<file path="config.mk">
export PLATFORM = sky130hd
export DESIGN_NAME = mem_ctrl
export DESIGN_NICKNAME = d
export VERILOG_FILES = /design/src/rtl/mem_ctrl_pkg.sv /design/src/rtl/lane_align.sv /design/src/rtl/mem_ctrl.sv
export SDC_FILE = /design/constraint.sdc
export NUM_CORES = 1
export LEC_CHECK = 0
export CAP_MARGIN = 5
export CORE_ASPECT_RATIO = 1.1
export CORE_UTILIZATION = 25
export DETAILED_ROUTE_END_ITERATION = 16
export GPL_ROUTABILITY_DRIVEN = 0
export GPL_TIMING_DRIVEN = 0
export SLEW_MARGIN = 30
export SYNTH_ARGS = -nofsm -noshare
export SYNTH_HDL_FRONTEND = slang
export SYNTH_SLANG_ARGS = --single-unit
</file>
<file path="constraint.sdc">
create_clock -name clk -period 3.35 [get_ports clk]
set_clock_uncertainty 0.1 [all_clocks]
set_input_delay 0.5025 -clock clk [delete_from_list [all_inputs] [get_ports clk]]
set_output_delay 0.5025 -clock clk [all_outputs]
set_load 0.005 [all_outputs]
</file>
<file path="src/rtl/mem_ctrl_pkg.sv">
// Shared types for the data-memory controller: size codes, FSM states and the latched request.
package mem_ctrl_pkg;

    localparam int unsigned MEM_WORDS_DEF = 257;
    localparam int unsigned DW            = 32;

    typedef enum logic [1:0] {
        SZ_BYTE = 2'b00,
        SZ_HALF = 2'b01,
        SZ_WORD = 2'b10,
        SZ_ILL  = 2'b11
    } size_e;

    typedef enum logic [2:0] {
        IDLE,
        READ,
        RMW_RD,
        RMW_WR,
        WRITE,
        RESP
    } state_e;

    // Request fields still needed after the handshake
    typedef struct packed {
        size_e           size;
        logic            uns;
        logic [1:0]      off;
        logic [DW-1:0]   wdata;
    } req_t;

endpackage

</file>
<file path="src/rtl/lane_align.sv">
// Byte-lane steering: extended load value and merged store word for a given offset and size.
module lane_align
    import mem_ctrl_pkg::*;
(
    input  logic [DW-1:0] word,
    input  logic [1:0]    off,
    input  size_e         size,
    input  logic          uns,
    input  logic [DW-1:0] wdata,
    output logic [DW-1:0] load_c,
    output logic [DW-1:0] merge_c
);

    logic [7:0]  byte_v;
    logic [15:0] half_v;

    always_comb begin
        byte_v  = word[{off, 3'b000} +: 8];
        half_v  = word[{off[1], 4'b0000} +: 16];
        load_c  = word;
        merge_c = word;
        case (size)
            SZ_BYTE: begin
                load_c = {{24{byte_v[7] & ~uns}}, byte_v};
                merge_c[{off, 3'b000} +: 8] = wdata[7:0];
            end
            SZ_HALF: begin
                load_c = {{16{half_v[15] & ~uns}}, half_v};
                merge_c[{off[1], 4'b0000} +: 16] = wdata[15:0];
            end
            default: begin
                load_c  = word;
                merge_c = wdata;
            end
        endcase
    end

endmodule

</file>
<file path="src/rtl/mem_ctrl.sv">
// Load/store initiator for a word-wide data memory with sub-word read-modify-write.
module mem_ctrl
    import mem_ctrl_pkg::*;
#(
    parameter int unsigned MEM_WORDS = MEM_WORDS_DEF,
    parameter int unsigned AW        = 32
) (
    input  logic          clk,
    input  logic          rst,
    input  logic          req_valid,
    output logic          req_ready,
    input  logic          req_we,
    input  logic [1:0]    req_size,
    input  logic          req_unsigned,
    input  logic [AW-1:0] req_addr,
    input  logic [DW-1:0] req_wdata,
    output logic          resp_valid,
    output logic [DW-1:0] resp_rdata,
    output logic          resp_err,
    output logic          mem_ewr,
    output logic [AW-1:0] mem_dir,
    output logic [DW-1:0] mem_din,
    input  logic [DW-1:0] mem_dout
);

    localparam int unsigned IW = AW - 2;

    state_e          state, state_next;
    req_t            req_q;
    logic            accept_c;
    logic            err_c;
    logic [IW-1:0]   idx_c;
    logic [DW-1:0]   load_c;
    logic [DW-1:0]   merge_c;

    assign idx_c = req_addr[AW-1:2];

    // Alignment, size and range check on the incoming request
    always_comb begin
        err_c = 1'b0;
        case (size_e'(req_size))
            SZ_ILL:  err_c = 1'b1;
            SZ_HALF: err_c = req_addr[0];
            SZ_WORD: err_c = |req_addr[1:0];
            default: err_c = 1'b0;
        endcase
        if (idx_c >= IW'(MEM_WORDS)) begin
            err_c = 1'b1;
        end
    end

    always_comb begin
        state_next = state;
        accept_c   = 1'b0;
        case (state)
            IDLE: begin
                if (req_valid && req_ready) begin
                    accept_c = 1'b1;
                    if (err_c) begin
                        state_next = RESP;
                    end else if (!req_we) begin
                        state_next = READ;
                    end else if (size_e'(req_size) == SZ_WORD) begin
                        state_next = WRITE;
                    end else begin
                        state_next = RMW_RD;
                    end
                end
            end
            READ:    state_next = RESP;
            RMW_RD:  state_next = RMW_WR;
            RMW_WR:  state_next = RESP;
            WRITE:   state_next = RESP;
            RESP:    state_next = IDLE;
            default: state_next = IDLE;
        endcase
    end

    // Outputs are registered from the next state so the memory bus never glitches
    always_ff @(posedge clk) begin
        if (rst) begin
            state      <= IDLE;
            req_ready  <= 1'b0;
            mem_ewr    <= 1'b0;
            mem_dir    <= '0;
            mem_din    <= '0;
            resp_valid <= 1'b0;
            resp_rdata <= '0;
            resp_err   <= 1'b0;
            req_q      <= '0;
        end else begin
            state      <= state_next;
            req_ready  <= (state_next == IDLE);
            mem_ewr    <= (state_next == WRITE) || (state_next == RMW_WR);
            resp_valid <= (state_next == RESP);
            if (accept_c) begin
                req_q.size  <= size_e'(req_size);
                req_q.uns   <= req_unsigned;
                req_q.off   <= req_addr[1:0];
                req_q.wdata <= req_wdata;
                mem_dir     <= AW'(idx_c);
                if (req_we && !err_c && (size_e'(req_size) == SZ_WORD)) begin
                    mem_din <= req_wdata;
                end
            end
            if (state == RMW_RD) begin
                mem_din <= merge_c;
            end
            if (state_next == RESP) begin
                resp_err   <= (state == IDLE);
                resp_rdata <= (state == READ) ? load_c : '0;
            end
        end
    end

    lane_align u_lane_align (
        .word    (mem_dout),
        .off     (req_q.off),
        .size    (req_q.size),
        .uns     (req_q.uns),
        .wdata   (req_q.wdata),
        .load_c  (load_c),
        .merge_c (merge_c)
    );

endmodule

</file>
==> key figures <==
Status
  – Status: finished, final reports clean

Critical path
  – Cells on worst reg2reg path: 8
  – Max Fanout on Critical Path: 10
  – Crit path buffers/inverters: 2
  – Cell Chain, Critical Path: clkbuf_1, inv_1, ha_1, or4bb_1, a21oi_2, a22o_1, a22oi_1, a21oi_1
  – Family with the most delay on the worst path: compound AO/OA/AOI/OAI gates
  – Critical path data required time: 3.61 ns
  – Arr. time, crit path: between 3 and 4 ns
  – Crit. path cell count: 8
  – Startpoint types: flip-flop
  – CP max stage delay: about 0.51 ns
  – Slowest stage cell, crit path: or4bb_1
  – Crit Path Category: flip-flop to flip-flop
  – CP endpoint kind: flip-flop

Routing
  – Drt pass-1 iters: 5
  – First DRT Iteration DRCs: around 500
  – Via density: approximately 5.1
  – Final ANT Viol Nets: 0
  – Vias: between 6k and 7k
  – Final wirelength: 26.54 mm
  – Drt drc: 0
  – Routed len/inst: ~20 um

GRT
  – First-pass GRT wire length: 39.36 mm
  – Overall Global Routing Usage: 0.2010
  – Met1 usage: 0.2299
  – Initial antenna violation count: 2
  – Vias in the first global route: roughly 6.7k
  – Met3 Use GR: 0.07818
  – Total gr overflow: 0
  – GRT met2 Usage: 0.3382
  – Busiest grt layer: met2
  – Largest net degree at the start of global routing: 17

Layout
  – P&R area growth vs syn: 46.92%
  – Post-Layout Inst Area: between 0.009 and 0.01 mm^2
  – Share of cells above drive strength 1: 0.06513
  – Commonest non-fill, non-tap cell in the layout: clkdlybuf4s50_1
  – Nets@finish: about 1.1k
  – Fillers: 2647
  – Most frequent cells in the layout: clkdlybuf4s50_1, nand2_1, dfxtp_1

Placement
  – Port Buffer Count: 199
  – DP HPWL: just over 20 mm
  – Pre-CTS WS: -0.03194 ns
  – Placed cell areas: 0.008857 mm^2

Floorplan
  – FP Rows: between 60 and 70
  – Die extent in x: between 150 and 200 um
  – Core Box Area: roughly 0.025 mm^2
  – Die area: about 0.026 mm^2
  – IO Pins: 203
  – DIE HEIGHT: 170.2 um
  – Starting Density: 0.2545

Clocking
  – CTS resizes: 0
  – Sink Count: between 100 and 150
  – H-tree depth: 4
  – CTS tree: built
  – Post-CTS Repair Setup Buffers: 0
  – Clock transition at path regs: roughly 0.06 ns
  – CTS root buf: clkbuf_16
  – Count of hold-fix buffers inserted at cts: 0
  – CTS max path bufs: 2
  – TritonCTS buffer count: 17
  – Worst skew pair latency: about 0.43 ns

STA
  – Final hold slack: 0.3531 ns
  – Post-layout min period: ~3.2 ns
  – Final Hold Vio Count: 0
  – Final worst path period share: 0.9524
  – Slew @ Worst Pin: ~0.86 ns
  – Relative slew slack: 0.4095
  – Setup ws final: roughly 0.16 ns
  – RSZ-0062 raised after global routing: true
  – Setup violations, final: 0
  – Max Freq: roughly 0.31 GHz
  – Pins over their slew limit: 0

Synthesis
  – Post-synthesis sequential area ratio: 0.4297
  – Synth cell types: 58
  – Avg Synthesized Cell Area: 8.393 um^2
  – Synth warnings: 0
  – Async set or reset register ratio after synthesis: 0
  – Post-synth EDFFs: 0
  – Synthesized area: between 0.006 and 0.007 mm^2
  – Synth Register Bits: about 140
  – Cell count after synthesis: ~770
  – Top_reg_cell synth: dfxtp_1

Power
  – Pleak: ~3.1 nW
  – Worst IR drop on VDD: 0.3506 mV
  – Cell Pwr Density: just over 500 mW/mm^2

Worst hold path
  – HP Class: flip-flop to flip-flop
  – Hold Path Depth: 2

Flow run
  – Max-cap violations: 0
synthesized netlist by cell type (7+ instances only):
cell       number  share of area
mux2i_1         7          0.011
nand2_1       148          0.086
a221oi_1       12          0.016
nor2_1         29          0.017
a21oi_1       103          0.080
buf_2           8         0.0062
o221ai_1        8          0.011
a222oi_1        8          0.012
a22o_1         14          0.019
a2bb2oi_1      12          0.016
o21ai_0        26          0.020
a21o_1          8         0.0093
dfxtp_1       138           0.43
clkbuf_1       48          0.028
a22oi_1         9          0.011
o2bb2ai_1      16          0.022
nor3_1         20          0.016
nor4b_1         9          0.012
nor4_1         14          0.014
o2bb2ai_2      10          0.023
a221o_1        10          0.016
nor2b_1        14          0.014
nand3_1        23          0.018
where the power goes:
| group | switching [W] | internal [W] |
|---|---|---|
| Sequential | 0.000116 | 0.00179 |
| Combinational | 0.000611 | 0.000545 |
| Clock | 0.000770 | 0.00106 |
path summary, 6_finish.rpt:
kind                                   end                     start  slack (ns)
setup / recovery   mem_din[1]$_SDFFE_PP0P_    req_q[33]$_SDFFE_PP0P_        0.16
hold reg to reg   mem_dir[24]$_SDFFE_PP0P_  mem_dir[24]$_SDFFE_PP0P_        0.35
hold / removal    mem_dir[24]$_SDFFE_PP0P_  mem_dir[24]$_SDFFE_PP0P_        0.35
setup reg to reg   mem_din[1]$_SDFFE_PP0P_    req_q[33]$_SDFFE_PP0P_        0.16
worst min-delay path, cell delays in order, from the launching register on:
cell	delay, ns
dfxtp_1	0.31
nand2_1	0.05
a21oi_1	0.05
through the flow:
step                cells   TNS, ns  total power, W    util
floorplan             767         0        0.002494       -
global placement     1312         0        0.003076  0.3506
detailed placement   1312   -0.1383        0.003081  0.3506
CTS                  1344         0        0.004926  0.3733
global route         1344  -0.01403        0.005102  0.3737
finish               1346         0        0.004894  0.3739
registers in the layout, summed over array words and instances (netlist names):
name and cells:
resp_err 1, resp_rdata 32, mem_dir 30, req_ready 1, mem_ewr 1, req_q 37
state 3, mem_din 32, resp_valid 1
per-layer routing:
layer  wire length (um)  up-vias
li1                   -     3263
met1              10680     3253
met2              12800      287
met3               2452       43
met4                601        2
met5                 13        -
cell families after synthesis:
group | count (synthesis) | share of synthesized area
buffers and inverters | 73 | 0.04885
AOI/OAI and AO/OA | 258 | 0.2816
other | 1 | 0.0005833
adders and majority gates | 5 | 0.009731
muxes | 11 | 0.02316
and+or+nand+nor | 280 | 0.2063
DFF | 138 | 0.4297
cell type report:
type	count	area, um^2	share of cell area
well taps	346	432.9	0.04583
inverters	7	26.28	0.002782
diodes	2	5.005	0.0005299
repair buffers	199	1992	0.2109
clock buffers	19	452.9	0.04795
clock inverters	13	120.1	0.01272
plain buffers	66	287.8	0.03047
multi-input cells	556	3366	0.3563
flip-flops and latches	138	2763	0.2925
Power figures use the tool's default switching activity.
